File: src/rtl/memory_port_arbiter_pkg.sv
// Shared constants for the memory port arbiter: data width, read-owner tags,
// access length encoding and a saturating counter helper.
package memory_port_arbiter_pkg;

  localparam int unsigned DATA_WIDTH = 32;

  // Tag stored per outstanding read; identifies who receives the response.
  typedef enum logic {
    OWNER_CORE = 1'b0,
    OWNER_AUX  = 1'b1
  } owner_e;

  localparam logic [1:0] MEM_LEN_WORD = 2'd3;

  function automatic logic [31:0] sat_inc32(input logic [31:0] value);
    return (value == '1) ? value : value + 32'd1;
  endfunction

endpackage

File: src/rtl/memory_port_arbiter_owner_fifo.sv
// In-order owner FIFO: one tag bit per read in flight, popped by each memory
// read response. Dropped pushes/pops are flagged via overflow/underflow.
module arb_owner_fifo #(
  parameter int unsigned DEPTH = 4
) (
  input  logic                       clk,
  input  logic                       reset,
  input  logic                       push,
  input  logic                       pop,
  input  logic                       din,
  output logic                       head,
  output logic [$clog2(DEPTH):0]     count,
  output logic                       full,
  output logic                       empty,
  output logic                       overflow,
  output logic                       underflow
);

  localparam int unsigned CW = $clog2(DEPTH) + 1;
  localparam int unsigned PW = (DEPTH > 1) ? $clog2(DEPTH) : 1;

  logic [DEPTH-1:0] slots_q;
  logic [PW-1:0]    rd_q, rd_d;
  logic [PW-1:0]    wr_q, wr_d;
  logic [CW-1:0]    cnt_q, cnt_d;
  logic             do_push;
  logic             do_pop;

  function automatic logic [PW-1:0] ptr_next(input logic [PW-1:0] p);
    return (p == PW'(DEPTH - 1)) ? '0 : p + 1'b1;
  endfunction

  assign full  = (cnt_q == CW'(DEPTH));
  assign empty = (cnt_q == '0);
  assign head  = slots_q[rd_q];
  assign count = cnt_q;

  // A pop frees the head slot in the same cycle, so a push into a full FIFO
  // is accepted when accompanied by a valid pop.
  assign do_pop    = pop & ~empty;
  assign do_push   = push & (~full | do_pop);
  assign overflow  = push & ~do_push;
  assign underflow = pop & empty;

  always_comb begin
    rd_d  = rd_q;
    wr_d  = wr_q;
    cnt_d = cnt_q;
    if (do_pop)  rd_d = ptr_next(rd_q);
    if (do_push) wr_d = ptr_next(wr_q);
    if (do_push && !do_pop)      cnt_d = cnt_q + 1'b1;
    else if (!do_push && do_pop) cnt_d = cnt_q - 1'b1;
  end

  always_ff @(posedge clk) begin
    if (reset) begin
      rd_q  <= '0;
      wr_q  <= '0;
      cnt_q <= '0;
    end else begin
      rd_q  <= rd_d;
      wr_q  <= wr_d;
      cnt_q <= cnt_d;
    end
  end

  always_ff @(posedge clk) begin
    if (do_push) slots_q[wr_q] <= din;
  end

endmodule

File: src/rtl/memory_port_arbiter.sv
// Shares one memory port between the core pipeline (absolute priority) and an
// aux requester. Optional perf counters: define MEM_ARB_PERF_COUNTERS_EN.
module memory_port_arbiter
  import memory_port_arbiter_pkg::*;
#(
  parameter int unsigned DATA_W          = DATA_WIDTH,
  parameter int unsigned MAX_OUTSTANDING = 4
) (
  input  logic              clk,
  input  logic              reset,
  input  logic [DATA_W-1:0] core_address,
  input  logic [DATA_W-1:0] core_dataWrite,
  input  logic [1:0]        core_length,
  input  logic              core_store,
  input  logic              core_load,
  input  logic              core_loadUnsigned,
  output logic [DATA_W-1:0] core_dataRead,
  output logic              core_readValid,
  input  logic              aux_req,
  input  logic              aux_we,
  input  logic [DATA_W-1:0] aux_address,
  input  logic [DATA_W-1:0] aux_dataWrite,
  input  logic [1:0]        aux_length,
  output logic              aux_gnt,
  output logic [DATA_W-1:0] aux_dataRead,
  output logic              aux_readValid,
  output logic [DATA_W-1:0] mem_address,
  output logic [DATA_W-1:0] mem_dataWrite,
  output logic [1:0]        mem_length,
  output logic              mem_store,
  output logic              mem_load,
  output logic              mem_loadUnsigned,
  input  logic [DATA_W-1:0] mem_dataRead,
  input  logic              mem_readValid,
  output logic              arb_error
`ifdef MEM_ARB_PERF_COUNTERS_EN
  ,
  output logic [31:0]       perf_coreIssues,
  output logic [31:0]       perf_auxIssues,
  output logic [31:0]       perf_auxBlocked
`endif
);

  localparam int unsigned     CW             = $clog2(MAX_OUTSTANDING) + 1;
  localparam logic [CW-1:0]   AUX_LOAD_LIMIT = CW'(MAX_OUTSTANDING - 1);

  logic          pending_q, pending_d;
  logic          error_q, error_d;
  logic          core_store_issue;
  logic          core_load_issue;
  logic          core_issue;
  logic          aux_load_blocked;
  logic          aux_load_issue;
  logic          resp_valid;
  logic          fifo_push;
  logic          fifo_pop;
  logic          fifo_din;
  logic          fifo_head;
  logic [CW-1:0] fifo_count;
  logic          fifo_full_unused;
  logic          fifo_empty;
  logic          fifo_overflow;
  logic          fifo_underflow;

  assign core_store_issue = core_store & ~reset;
  assign core_load_issue  = core_load & ~pending_q & ~reset;
  assign core_issue       = core_store_issue | core_load_issue;

  // The last FIFO slot stays free for the core, which cannot be stalled.
  assign aux_load_blocked = ~aux_we & (fifo_count >= AUX_LOAD_LIMIT);
  assign aux_gnt          = aux_req & ~reset & ~core_issue & ~aux_load_blocked;
  assign aux_load_issue   = aux_gnt & ~aux_we;

  always_comb begin
    mem_address      = core_address;
    mem_dataWrite    = core_dataWrite;
    mem_length       = core_length;
    mem_store        = core_store_issue;
    mem_load         = core_load_issue;
    mem_loadUnsigned = core_load_issue & core_loadUnsigned;
    if (aux_gnt) begin
      mem_address      = aux_address;
      mem_dataWrite    = aux_dataWrite;
      mem_length       = aux_length;
      mem_store        = aux_we;
      mem_load         = ~aux_we;
      mem_loadUnsigned = 1'b0;
    end
  end

  assign fifo_push = core_load_issue | aux_load_issue;
  assign fifo_din  = aux_load_issue ? OWNER_AUX : OWNER_CORE;
  assign fifo_pop  = mem_readValid & ~reset;

  arb_owner_fifo #(
    .DEPTH(MAX_OUTSTANDING)
  ) u_fifo (
    .clk       (clk),
    .reset     (reset),
    .push      (fifo_push),
    .pop       (fifo_pop),
    .din       (fifo_din),
    .head      (fifo_head),
    .count     (fifo_count),
    .full      (fifo_full_unused),
    .empty     (fifo_empty),
    .overflow  (fifo_overflow),
    .underflow (fifo_underflow)
  );

  assign resp_valid     = fifo_pop & ~fifo_empty;
  assign core_readValid = resp_valid & (fifo_head == OWNER_CORE);
  assign aux_readValid  = resp_valid & (fifo_head == OWNER_AUX);
  assign core_dataRead  = mem_dataRead;
  assign aux_dataRead   = mem_dataRead;

  always_comb begin
    pending_d = pending_q;
    if (core_readValid)  pending_d = 1'b0;
    if (core_load_issue) pending_d = 1'b1;
    error_d = error_q | fifo_overflow | fifo_underflow;
  end

  always_ff @(posedge clk) begin
    if (reset) begin
      pending_q <= 1'b0;
      error_q   <= 1'b0;
    end else begin
      pending_q <= pending_d;
      error_q   <= error_d;
    end
  end

  assign arb_error = error_q;

`ifdef MEM_ARB_PERF_COUNTERS_EN
  logic [31:0] perf_core_q, perf_aux_q, perf_blk_q;

  always_ff @(posedge clk) begin
    if (reset) begin
      perf_core_q <= '0;
      perf_aux_q  <= '0;
      perf_blk_q  <= '0;
    end else begin
      if (core_issue)          perf_core_q <= sat_inc32(perf_core_q);
      if (aux_gnt)             perf_aux_q  <= sat_inc32(perf_aux_q);
      if (aux_req && !aux_gnt) perf_blk_q  <= sat_inc32(perf_blk_q);
    end
  end

  assign perf_coreIssues = perf_core_q;
  assign perf_auxIssues  = perf_aux_q;
  assign perf_auxBlocked = perf_blk_q;
`endif

endmodule
File: config.mk
export PLATFORM = sky130hd
export DESIGN_NAME = memory_port_arbiter
export DESIGN_NICKNAME = d
export VERILOG_FILES = /design/src/rtl/memory_port_arbiter_pkg.sv /design/src/rtl/memory_port_arbiter_owner_fifo.sv /design/src/rtl/memory_port_arbiter.sv
export SDC_FILE = /design/constraint.sdc
export NUM_CORES = 1
export LEC_CHECK = 0
export CAP_MARGIN = 30
export CELL_PAD_IN_SITES_DETAIL_PLACEMENT = 0
export CELL_PAD_IN_SITES_GLOBAL_PLACEMENT = 1
export CORE_ASPECT_RATIO = 0.6
export CORE_MARGIN = 8
export CORE_UTILIZATION = 16
export CTS_CLUSTER_DIAMETER = 200
export DETAILED_ROUTE_END_ITERATION = 12
export GPL_ROUTABILITY_DRIVEN = 0
export GPL_TIMING_DRIVEN = 0
export MAX_ROUTING_LAYER = met4
export PLACE_DENSITY_LB_ADDON = 0.2
export SETUP_SLACK_MARGIN = 0.15
export SLEW_MARGIN = 10
export SYNTH_ARGS = -nofsm -noshare
export SYNTH_HDL_FRONTEND = slang
export SYNTH_SLANG_ARGS = --single-unit
File: constraint.sdc
create_clock -name clk -period 4.7 [get_ports clk]
set_input_delay 1.175 -clock clk [delete_from_list [all_inputs] [get_ports clk]]
set_output_delay 1.175 -clock clk [all_outputs]
set_load 0.005 [all_outputs]
# After elaboration in Yosys (flattened, before gate mapping)
# Index checks and enable logic that the tools add are counted.
[word_totals]
regBits = 13
inputBits = 172
output_inout_bits = 137
word_cells = 73
[op_classes]
n_addsub = 4
order_cmp = 4
eq_ne = 3
muxes = 18
bitwise = 30
n_reduce_logical = 8
[ops]
columns = ["cell", "count"]
rows = [
  ["two-way mux 32 bit", 2],
  ["AND 1 bit", 16],
  ["NOT 1 bit", 9],
  ["two-way mux 1 bit", 8],
  ["< comparator 2 x 3 -> 1 bit (second input constant)", 2],
  ["two-way mux 2 bit", 3],
  ["two-way mux 3 bit", 2],
  ["bitwise OR 1 bit", 5],
  ["adder 2 x 1 -> 2 bit (second input constant)", 2],
  ["bitwise mux 4 bit", 1],
  ["== test 2 bit (second input constant)", 2],
  ["nonzero test 2 bit", 2],
  ["adder 3 x 1 -> 3 bit (second input constant)", 1],
  ["== test 3 bit (second input constant)", 1],
  [">= comparator 3 x 2 -> 1 bit (second input constant)", 1],
  ["logical AND 1 bit", 3],
  ["logical NOT 3 bit", 1],
  ["subtractor 3 x 1 -> 3 bit (second input constant)", 1],
  ["binary-select mux 1 bit (select 2 bit)", 1],
  ["demux 1 bit (select 2 bit)", 1],
  [">= comparator 2 x 1 -> 1 bit (second input constant)", 1],
  ["logical NOT 1 bit", 2],
]

# Longest topological paths before layout
[depth]
word_depth = 14
depth_mapped = 10
depth_no_buf = 10

# Modules after synthesis
# A second synthesis with hierarchy kept.
[hier_totals]
cells_unflattened = 211
hier_area_um2 = 2113.3
[by_module_without_submodules]
columns = ["mod", "instances", "cells_each", "area_per_inst_um2", "seq_area_each_um2"]
rows = [
  ["memory_port_arbiter", 1, 159, 1505.2, 40.0],
  ["arb_owner_fifo", 1, 52, 608.1, 260.2],
]

# Worst setup path after synthesis
# Ideal clock, no wire load.
[synth_path]
kind = "input port to output port"
from = "in reset"
to = "out mem_address[25]"
arrival_time_ps = 2232
required_time_ps = 3525
slack_ps = 1293
path_stages = 6
n_path_buf = 2
path_cell_list = "nor3b_2 a21boi_2 o21ai_2 buf_6 buf_6 mux2_4"
[synth_via]
elab_chain_cells = 7
word_cells_on_any_way = 9
cone_classes = "mux: 1; bitwise: 8"
[synth_rtl]
columns = ["element", "line", "text"]
rows = [
  ["start: declaration", "memory_port_arbiter.sv:10", "input logic reset,"],
  ["NOT 1 bit *", "memory_port_arbiter.sv:65, memory_port_arbiter.sv:66, memory_port_arbiter.sv:71", ""],
  ["AND 1 bit (on tied branches)", "memory_port_arbiter.sv:65, memory_port_arbiter.sv:66", ""],
  ["bitwise OR 1 bit", "memory_port_arbiter.sv:67", "assign core_issue = core_store_issue | core_load_issue;"],
  ["NOT 1 bit", "memory_port_arbiter.sv:71", "assign aux_gnt = aux_req & ~reset & ~core_issue & ~aux_load_blocked;"],
  ["AND 1 bit * (2 in a row)", "memory_port_arbiter.sv:71", ""],
  ["two-way mux 32 bit *", "memory_port_arbiter.sv:81", "if (aux_gnt) begin"],
  ["end: declaration", "memory_port_arbiter.sv:27", "output logic [DATA_W-1:0] mem_address,"],
]
# Every way passes the cells marked *; elsewhere a longest branch is shown, timed or not.

# Worst setup path in the final report
[layout_path]
from = "in core_store"
to = "out mem_dataWrite[17]"
[layout_via]
elab_chain_cells = 6
[layout_rtl]
columns = ["element", "line", "text"]
rows = [
  ["start: declaration", "memory_port_arbiter.sv:14", "input logic core_store,"],
  ["AND 1 bit", "memory_port_arbiter.sv:65", "assign core_store_issue = core_store & ~reset;"],
  ["bitwise OR 1 bit", "memory_port_arbiter.sv:67", ""],
  ["NOT 1 bit", "memory_port_arbiter.sv:71", ""],
  ["AND 1 bit (2 in a row)", "memory_port_arbiter.sv:71", ""],
  ["two-way mux 32 bit", "memory_port_arbiter.sv:81", ""],
  ["end: declaration", "memory_port_arbiter.sv:28", "output logic [DATA_W-1:0] mem_dataWrite,"],
]
# Every way passes these cells.

==> impl_metrics.py <==
metrics = {
    "run_status": {
        "outcome": "complete, no violations",
    },
    "floorplan": {
        "boundaryPins": 309,
        "die_w_um": 165.3,
        "std_cell_rows": 32,
        "dieArea_um2": 17460,
        "coreArea_um2": 12970,
        "die_h_um": 105.6,
        "initial_core_util_pct": 16.50,
    },
    "route": {
        "post_drt_wl_per_cell_um": 19.15,
        "dr.pass1.iters": 4,
        "via_count": 2515,
        "drc": 0,
        "ant_nets": 0,
        "routed_wl_mm": 12.78,
        "drt_iter0_drc": 55,
        "vias_per_cell": 3.771,
    },
    "logic_synthesis": {
        "ys_dominant_reg_cell": "dfxtp_1",
        "synth_top_cell_by_area": "buf_4",
        "synth_top_family_by_area": "multiplexers",
        "yosys-top-cells-area": "buf_4 (22%), mux2_4 (20%), mux2_2 (19%), dfxtp_1 (8.4%), edfxtp_1 (5.6%)",
        "ys_warn_count": 0,
        "synth_seq_area_share_pct": 14.03,
        "async_reset_ff_share_pct": 0,
        "yosys.area_share.simple_pct": 7.656,
        "synthesis.area_um2": 2141,
        "yosys.area_share.xor_xnor_pct": 0.8182,
        "syn_nets": 394,
        "ys_types": 35,
        "synth.avg_cell_area_um2": 9.957,
        "synth-adder-area-share_pct": 4.442,
        "synth_cells": 215,
        "synth-edff-count": 4,
        "synth_top_area_share_pct": 22.44,
        "synth_compound_area_share_pct": 4.734,
        "synth.area.mux_share_pct": 41.32,
        "yosys_register_bits": 13,
    },
    "layout": {
        "final_cell_mix": "clkdlybuf4s50_1 (275), buf_4 (66), mux2_2 (37)",
        "final_core_util_pct": 40.28,
        "layout.nets": 677,
        "n_antenna_cell": 0,
        "final_common_cell": "clkdlybuf4s50_1",
        "drive_gt1_share_pct": 29.58,
        "syn_to_final_growth_pct": 144.1,
        "fin_cells": 667,
    },
    "sta": {
        "max_freq_mhz": 224.1,
        "slew_headroom_pct": 69.61,
        "setup_viol": 0,
        "fin_ws_ns": 0.2379,
        "fin_skew_ns": 0.004074,
        "rsz0062_at_grt": "no",
        "slew_viol_final": 0,
        "min_period_over_period_pct": 94.94,
        "hold_ws_ns": 0.5251,
        "worstMarginPinSlew_ns": 0.4559,
        "hold_viol_final": 0,
        "period_needed_ns": 4.462,
    },
    "placement": {
        "port_buffers": 276,
        "dp_cells": 661,
        "dp_slack_ns": 0.001870,
        "hpwl_mm": 11.41,
    },
    "grt": {
        "grt_max_degree": 11,
        "track_usage_pct": 13.74,
        "antenna_found_initial": 0,
        "grt_pass1_vias": 2726,
        "grt_first_pass_wirelength_mm": 17.80,
        "overflow": 0,
    },
    "critical_path": {
        "worstSetupStartpointType": "primary input",
        "worst-endpoint-required_ns": 3.52,
        "cp_data_arrival_time_ns": 3.29,
        "critPathSlowestCell": "clkdlybuf4s50_1",
        "critical_path_class": "in -> out",
        "crit_fanout": 10,
        "slowest_delay_ns": 0.48,
        "cp-end-kind": "primary output",
        "path_delay_family": "buffers and inverters",
        "crit_buf_inv": 4,
        "worstPathCellList": "clkdlybuf4s50_1 -> nor3b_2 -> a21boi_4 -> o21ai_4 -> buf_6 -> buf_6 -> mux2_4 -> clkdlybuf4s50_1",
    },
    "power_and_ir_drop": {
        "power.density_nw_per_um2": 166.0,
        "totalPowerFinal_mw": 0.8673,
        "ir_drop_uv": 132.8,
        "power.leakage_nw": 2.217,
    },
    "clocking": {
        "cts_tree": "yes",
        "htreeDepth": 1,
        "clock_path_buffers": 2,
        "cts_made_buffers": 3,
        "cts_root_buf": "clkbuf_16",
        "ctsHoldBuffers": 0,
        "path_clk_slew_ns": 0.05,
        "cts_sinks": 13,
        "clock_latency_ns": 0.24,
    },
    "min_path": {
        "min_path_type": "reg -> reg",
    },
    "flow_run": {
        "cap_violations": 0,
    },
}
[cell families after synthesis]
kind of cell,after synthesis
xor+xnor,2
simple gates,29
fa+ha+maj,7
buf+inv,81
flops,13
mux,68
compound gates,15
[timing repair]
item,CTS,global route
setup endpoints to repair,55,29
buffers inserted,0,2
resized for setup,1,2
pin swaps,0,1
hold endpoints to repair,0,0
[synthesized netlist by cell type (2+ instances only)]
library cell,count
xor2_1,2
inv_1,9
mux2_4,29
nor2_1,7
nor3_1,3
o21ai_0,3
nand3_1,2
buf_4,64
mux2_2,37
a21oi_1,4
nand2_1,2
and2_1,4
buf_2,3
buf_6,4
ha_1,6
a211oi_1,2
edfxtp_1,4
dfxtp_1,9
nand2b_1,2
and3_1,4
[stage by stage]
step | cell area (um^2) | TNS, ns
after floorplan | 2141 | 0
after global placement | 5116 | -0.0009002
after detailed placement | 5116 | 0
after CTS | 5195 | 0
after global routing | 5225 | 0
final | 5225 | 0
[metal layers]
metal	vias up	part of all wire [%]	global-route usage, %	wire length, um
li1	1246	-	-	-
met1	1115	39	15.70	4969
met2	146	51	24.75	6572
met3	8	8.7	2.953	1116
met4	0	0.92	1.840	117
met5	-	0	-	0
[state kept, by name, indices dropped and copies added (netlist names)]
name            count
u_fifo.count        3
arb_error           1
pending_q           1
u_fifo.rd_q         2
u_fifo.slots_q      4
u_fifo.wr_q         2
[layout make-up]
class	instances	area (um^2)
fill	1278	7747
clock inverter	1	5.005
tap	170	212.7
sequential	13	300.3
timing repair buffer	278	2776
clock buffer	3	75.07
multi-input combinational	121	1277
buffer	72	544.3
inverter	9	33.78
[report_power, final]
| part | switching (mW) | internal, mW |
|---|---|---|
| Clock | 0.0488 | 0.113 |
| Sequential | 0.0338 | 0.139 |
| Combinational | 0.164 | 0.368 |
[worst register-to-register path: cells and delay by family (launching register included)]
kind	cells	cell delay [ns]
compound gates	2	0.29
xor+xnor	1	0.17
fa+ha+maj	2	0.58
buf+inv	2	0.23
flops	1	0.34
simple gates	3	0.90
[final timing paths]
kind / slack (ns) / depth (start not counted) / start / end
setup / recovery: 0.24 / 8 / core_store / mem_dataWrite[17]
hold / removal: 0.53 / 2 / arb_error / arb_error
setup reg to reg: 2.12 / 10 / pending_q / u_fifo.count[2]
hold reg to reg: 0.53 / 2 / arb_error / arb_error
(Power assumes the default switching activity.)
